`src/rtl/ts_pkg.sv`:
```
// ts_pkg: shared constants and FSM state type for the MPEG-2 TS packet stamper.
package ts_pkg;

  localparam logic [7:0]  TS_SYNC_BYTE = 8'h47;
  localparam int          TS_PKT_LEN   = 188;
  localparam int          TS_HDR_LEN   = 4;
  localparam logic [12:0] TS_NULL_PID  = 13'h1FFF;

  // State names the byte currently held in the output register.
  typedef enum logic [2:0] {
    IDLE = 3'd0,
    H0   = 3'd1,
    H1   = 3'd2,
    H2   = 3'd3,
    H3   = 3'd4,
    PAY  = 3'd5
  } ts_state_t;

endpackage

```
`src/rtl/ts_cc_table.sv`:
```
// ts_cc_table: NUM_CH independent 4-bit continuity counters.
// The counter selected by idx is read combinationally and advanced by
// step (1 or 2, wrapping mod 16) when inc is high.
module ts_cc_table #(
  parameter int NUM_CH = 4
) (
  input  logic                  clk,
  input  logic                  rst,
  input  logic [1:0]            idx,
  input  logic                  inc,
  input  logic [1:0]            step,
  output logic [3:0]            cc,
  output logic [4*NUM_CH-1:0]   cc_state
);

  logic [3:0] cnt [NUM_CH];

  // Per-channel counters; only the indexed channel moves.
  always_ff @(posedge clk or negedge rst) begin
    if (!rst) begin
      for (int i = 0; i < NUM_CH; i++) cnt[i] <= 4'h0;
    end else if (inc) begin
      cnt[idx] <= cnt[idx] + {2'b00, step};
    end
  end

  assign cc = cnt[idx];

  for (genvar g = 0; g < NUM_CH; g++) begin : g_flat
    assign cc_state[4*g +: 4] = cnt[g];
  end

endmodule

```
`src/rtl/ts_cc_stamper.sv`:
```
// ts_cc_stamper: builds 188-byte MPEG-2 TS packets from a payload byte stream,
// stamping sync byte, PID, PUSI and a per-channel continuity counter.
// Optional feature macro: TS_CC_ERR_INJECT_EN (cc_skip forces one missing CC).
//
// Handshakes: a byte moves on ts_data when ts_valid & ts_ready at the rising
// edge, and a payload byte is taken when pl_valid & pl_ready at the rising
// edge. Once ts_valid is high it stays high with ts_data frozen until taken.
// fsm_state exposes the FSM for observation.
module ts_cc_stamper
  import ts_pkg::*;
#(
  parameter int NUM_CH  = 4,
  parameter int PKT_LEN = TS_PKT_LEN
) (
  input  logic                clk,
  input  logic                rst,
  input  logic                start,
  input  logic [1:0]          chan,
  input  logic [12:0]         pid,
  input  logic                pusi,
  input  logic                cc_skip,
  input  logic [7:0]          pl_data,
  input  logic                pl_valid,
  output logic                pl_ready,
  output logic [7:0]          ts_data,
  output logic                ts_valid,
  input  logic                ts_ready,
  output logic                ts_sync,
  output logic                busy,
  output logic [4*NUM_CH-1:0] cc_state,
  output ts_state_t           fsm_state
);

  localparam logic [7:0] PAY_LAST = 8'(PKT_LEN - TS_HDR_LEN);

  ts_state_t   state;
  logic [1:0]  chan_l;
  logic [12:0] pid_l;
  logic        pusi_l;
  logic [7:0]  pay_cnt;
  logic        skip_eff;
  logic        null_pkt;
  logic [3:0]  cc_rd;
  logic [3:0]  cc_field;
  logic        out_hs;
  logic        out_free;
  logic        pl_hs;
  logic        req_ok;

  assign out_hs   = ts_valid & ts_ready;
  assign out_free = ~ts_valid | ts_ready;
  assign req_ok   = start & (32'(chan) < NUM_CH);
  assign null_pkt = (pid_l == TS_NULL_PID);

`ifdef TS_CC_ERR_INJECT_EN
  logic skip_l;

  // Latch the error-inject request together with the packet request.
  always_ff @(posedge clk or negedge rst) begin
    if (!rst) skip_l <= 1'b0;
    else if (state == IDLE && req_ok) skip_l <= cc_skip;
  end

  assign skip_eff = skip_l & ~null_pkt;
`else
  logic unused_skip;
  assign unused_skip = cc_skip;
  assign skip_eff    = 1'b0;
`endif

  // Null packets carry CC 0 and never touch their channel counter.
  assign cc_field = null_pkt ? 4'h0 : (cc_rd + {3'b000, skip_eff});

  ts_cc_table #(.NUM_CH(NUM_CH)) u_cc_table (
    .clk      (clk),
    .rst      (rst),
    .idx      (chan_l),
    .inc      ((state == H3) & out_hs & ~null_pkt),
    .step     (skip_eff ? 2'd2 : 2'd1),
    .cc       (cc_rd),
    .cc_state (cc_state)
  );

  // Payload fetch opens on the H3 handshake cycle so the first payload byte
  // follows the header with no bubble; it closes once all payload is taken.
  assign pl_ready = ((state == H3) | ((state == PAY) & (pay_cnt != PAY_LAST))) & out_free;
  assign pl_hs    = pl_valid & pl_ready;
  assign busy     = (state != IDLE);
  assign fsm_state = state;

  // Packet FSM and the single output register.
  always_ff @(posedge clk or negedge rst) begin
    if (!rst) begin
      state    <= IDLE;
      chan_l   <= 2'd0;
      pid_l    <= 13'd0;
      pusi_l   <= 1'b0;
      pay_cnt  <= 8'd0;
      ts_data  <= 8'h00;
      ts_valid <= 1'b0;
      ts_sync  <= 1'b0;
    end else begin
      case (state)
        IDLE: begin
          if (req_ok) begin
            chan_l   <= chan;
            pid_l    <= pid;
            pusi_l   <= pusi;
            pay_cnt  <= 8'd0;
            ts_data  <= TS_SYNC_BYTE;
            ts_valid <= 1'b1;
            ts_sync  <= 1'b1;
            state    <= H0;
          end
        end
        H0: begin
          if (out_hs) begin
            ts_data <= {1'b0, pusi_l, 1'b0, pid_l[12:8]};
            ts_sync <= 1'b0;
            state   <= H1;
          end
        end
        H1: begin
          if (out_hs) begin
            ts_data <= pid_l[7:0];
            state   <= H2;
          end
        end
        H2: begin
          if (out_hs) begin
            ts_data <= {2'b00, 2'b01, cc_field};
            state   <= H3;
          end
        end
        H3: begin
          if (out_hs) begin
            state <= PAY;
            if (pl_hs) begin
              ts_data <= pl_data;
              pay_cnt <= 8'd1;
            end else begin
              ts_valid <= 1'b0;
              pay_cnt  <= 8'd0;
            end
          end
        end
        PAY: begin
          if (pl_hs) begin
            ts_data  <= pl_data;
            ts_valid <= 1'b1;
            pay_cnt  <= pay_cnt + 8'd1;
          end else if (out_hs) begin
            ts_valid <= 1'b0;
            if (pay_cnt == PAY_LAST) state <= IDLE;
          end
        end
        default: begin
          state    <= IDLE;
          ts_valid <= 1'b0;
          ts_sync  <= 1'b0;
        end
      endcase
    end
  end

endmodule

```
`config.mk`:
```
export PLATFORM = sky130hd
export DESIGN_NAME = ts_cc_stamper
export DESIGN_NICKNAME = d
export VERILOG_FILES = /design/src/rtl/ts_pkg.sv /design/src/rtl/ts_cc_table.sv /design/src/rtl/ts_cc_stamper.sv
export SDC_FILE = /design/constraint.sdc
export NUM_CORES = 1
export LEC_CHECK = 0
export ABC_AREA = 1
export ABC_CLOCK_PERIOD_IN_PS = 4000
export BUFFER_PORTS_ARGS = -buffer_cell sky130_fd_sc_hd__buf_2
export CORE_ASPECT_RATIO = 2
export CORE_MARGIN = 1.5
export CORE_UTILIZATION = 60
export CTS_BUF_LIST = sky130_fd_sc_hd__clkbuf_8
export DETAILED_ROUTE_END_ITERATION = 12
export PLACE_DENSITY = 0.86
export SETUP_SLACK_MARGIN = 0.15
export SYNTH_ARGS = -nofsm -noshare
export SYNTH_HDL_FRONTEND = slang
export SYNTH_HIERARCHICAL = 1
export SYNTH_SLANG_ARGS = --single-unit
export TNS_END_PERCENT = 20
```
`constraint.sdc`:
```
create_clock -name clk -period 4 [get_ports clk]
set_input_delay 0.4 -clock clk [delete_from_list [all_inputs] [get_ports clk]]
set_output_delay 0.4 -clock clk [all_outputs]
set_load 0.01 [all_outputs]
```
==> reports/summary.txt <==
Status: finished clean
Post-synth cell types: 36
CTS tree: built
Syn Area/Cell: 8.04 sq um
Setup TNS Final: 0 ps
TritonCTS buffer count: 5
Final worst path period need: 2240 ps
Ports: 61
DRT Pass-1 Iters: 4
Final WL: 6890 um
Seq/Total Area, Yosys: 0.450
Crit-path max cell delay: 670 ps
CP Launch Type: flip-flop
# nets final: 463
VDD IR-drop max: 0.524 mV
Worst hold slack: 310 ps
Fin. max-slew vios: 0
# DRC: 0
GPL Wtd Cong: 0.862
Count leader, synth: nand2_1
Hold Fails Final Rpt: 0
Post-synth ARST share: 1.00
Wire per inst: 14.2 um
Hold_buf cts: 0
Post-synth EDFFs: 0
CP Max Fanout: 12
Die Y-Extent: 102 um
Syn-to-layout area delta: 14.2%
Period utilization: 0.559
YS warnings: 6
Post-DP HPWL: 5340 um
Grt ovf: 0
Crit Path Category: reg2reg
Global-route wire length before repair: 11,100 um
Post_cts resized: 0
Clock Root Buffer: clkbuf_8
HP Class: in2async
Largest area contributor in the netlist: dfrtp_1
Max Cap Violations: 0
Die width: 52.5 um
Most used cell along the critical path: nand2_1
Post-synth top flop: dfrtp_1
Post-synth top cells: nand2_1 (101), dfrtp_1 (53), inv_1 (39)
PD cells: 659 nW/um^2
Achievable Freq: 0.447 GHz
Die area: 5360 sq um
Num Clock Sinks: 53
CP cell instances: nand2_1 > inv_1 > nand2_1 > nand4_1 > ha_1 > inv_1 > fa_1 > inv_1 > nand2_1 > nand3_1 > nand2_1
H-tree depth: 2
Post-Synthesis Cells: 366
RSZ-0062 raised after global routing: no
Pin count of the biggest net entering global routing: 54
Synth Cell Area: 2940 sq um
DR vias: 2,677
Vias in the first global route: 2,667
Initial antenna violation count: 0
Initial Util: 0.634
Final ANT Viol Nets: 0
Area of the core: 4640 sq um
Cell row count: 35
Data arrival, critical path: 2440 ps
Clock Skew: 6.13 ps
Worst rel slew slack: 0.234
Critical Path End Type: flip-flop
Area contributors post-synth: dfrtp_1 (45%), nand2_1 (13%), inv_1 (5.0%)
Yosys reg bits: 53
CP delay by family, top: flip-flops
Bufs on Longest Clock Path: 2
CP bufs+invs: 3
Crit-path slowest cell: dfrtp_1
Skew-Pair Late Insertion Delay: 310 ps
Share of cells above drive strength 1: 0.263
Port bufs: 59
Setup Fix Bufs, Post-CTS: 0
Initial DRC count: 77
Endpoints failing setup: 0
WP data required: 4210 ps
Worst-Margin Slew: 1150 ps
Synth top area share: 0.450
Worst-path clk slew: 100 ps
Pleak: 0.00177 uW
Vias per std cell: 5.53
GRT Total Usage: 0.275
Antenna cells: 0
==> layout by cell type (no fill, tap or decap), types with 2 or more instances in the layout <==
| cell type | synthesis | layout |
|---|---|---|
| a21oi_1 | 16 | 16 |
| a22oi_1 | 3 | 3 |
| buf_2 | 1 | 59 |
| clkbuf_8 | 0 | 5 |
| clkinvlp_4 | 0 | 2 |
| conb_1 | 2 | 3 |
| dfrtp_1 | 53 | 53 |
| ha_1 | 4 | 4 |
| inv_1 | 39 | 40 |
| inv_2 | 5 | 5 |
| mux2_2 | 9 | 9 |
| nand2_1 | 101 | 101 |
| nand2_2 | 14 | 14 |
| nand2_4 | 4 | 4 |
| nand3_1 | 28 | 28 |
| nand3_2 | 2 | 2 |
| nand3b_1 | 3 | 3 |
| nand4_1 | 7 | 7 |
| nor2_1 | 24 | 24 |
| nor2_2 | 3 | 3 |
| nor2_4 | 3 | 3 |
| o211ai_1 | 2 | 2 |
| o21ai_0 | 14 | 14 |
| o21ai_1 | 10 | 10 |
| o21ai_2 | 4 | 4 |
| o22ai_1 | 2 | 2 |
==> report_power, final <==
group / leakage [uW] / internal [uW] / switching (uW) / total (uW)
clock network: 0.0000416 / 121 / 186 / 307
logic: 0.00105 / 370 / 666 / 1040
registers: 0.000679 / 709 / 161 / 871
total: 0.00177 / 1200 / 1010 / 2210
==> sequential cells by signal (all words and copies together) (netlist names) <==
register and flops:
pay_cnt 8, pusi_l 1, fsm_state 3, ts_data 8
pid_l 13, chan_l 2, u_cc_table/cc_state 16, ts_sync 1
ts_valid 1
==> final timing paths <==
kind                            start                     end  slack, ps  depth (start not counted)
setup reg to reg            chan_l[0]  u_cc_table/cc_state[2]       1760                         11
max in group asynchronous         rst              pay_cnt[6]       3000                          1
setup / recovery            chan_l[0]  u_cc_table/cc_state[2]       1760                         11
hold reg to reg            ts_data[2]              ts_data[2]        490                          2
hold / removal                    rst  u_cc_table/cc_state[2]        310                          1
min in group clk               pid[8]                pid_l[8]        310                          2
==> metrics by stage <==
stage	instances	worst slack, ps	util	power (uW)	area, sq um
final	484	1760	0.724	2210	3360
after global placement	476	1890	0.705	1860	3270
after CTS	484	1790	0.724	2210	3360
after global routing	484	1610	0.724	2360	3360
after floorplan	367	2220	-	1620	2950
after detailed placement	476	1800	0.705	1910	3270
==> kinds of logic after synthesis <==
kind of cell | count (synthesis) | share of synthesized area
muxes | 9 | 0.0344
buffers and inverters | 50 | 0.0705
other | 2 | 0.00255
AOI/OAI and AO/OA | 56 | 0.115
adders and majority gates | 5 | 0.0238
and+or+nand+nor | 191 | 0.303
DFF | 53 | 0.450
==> routing by layer <==
layer  part of all wire  GRT usage  vias to the layer above
met1               0.36      0.278                     1261
met5                  0          0                        -
met4              0.040      0.164                        0
met3              0.033     0.0395                       27
li1                   -          -                     1302
met2               0.57      0.508                       87
==> final cells by class <==
class,count,area (sq um)
sequential,53,1330
multi-input combinational,264,1410
clock inverter,3,18.8
inverter,45,169
tap,55,68.8
clock buffer,5,68.8
fill,396,1280
timing repair buffer,59,295
(Power assumes the default switching activity.)
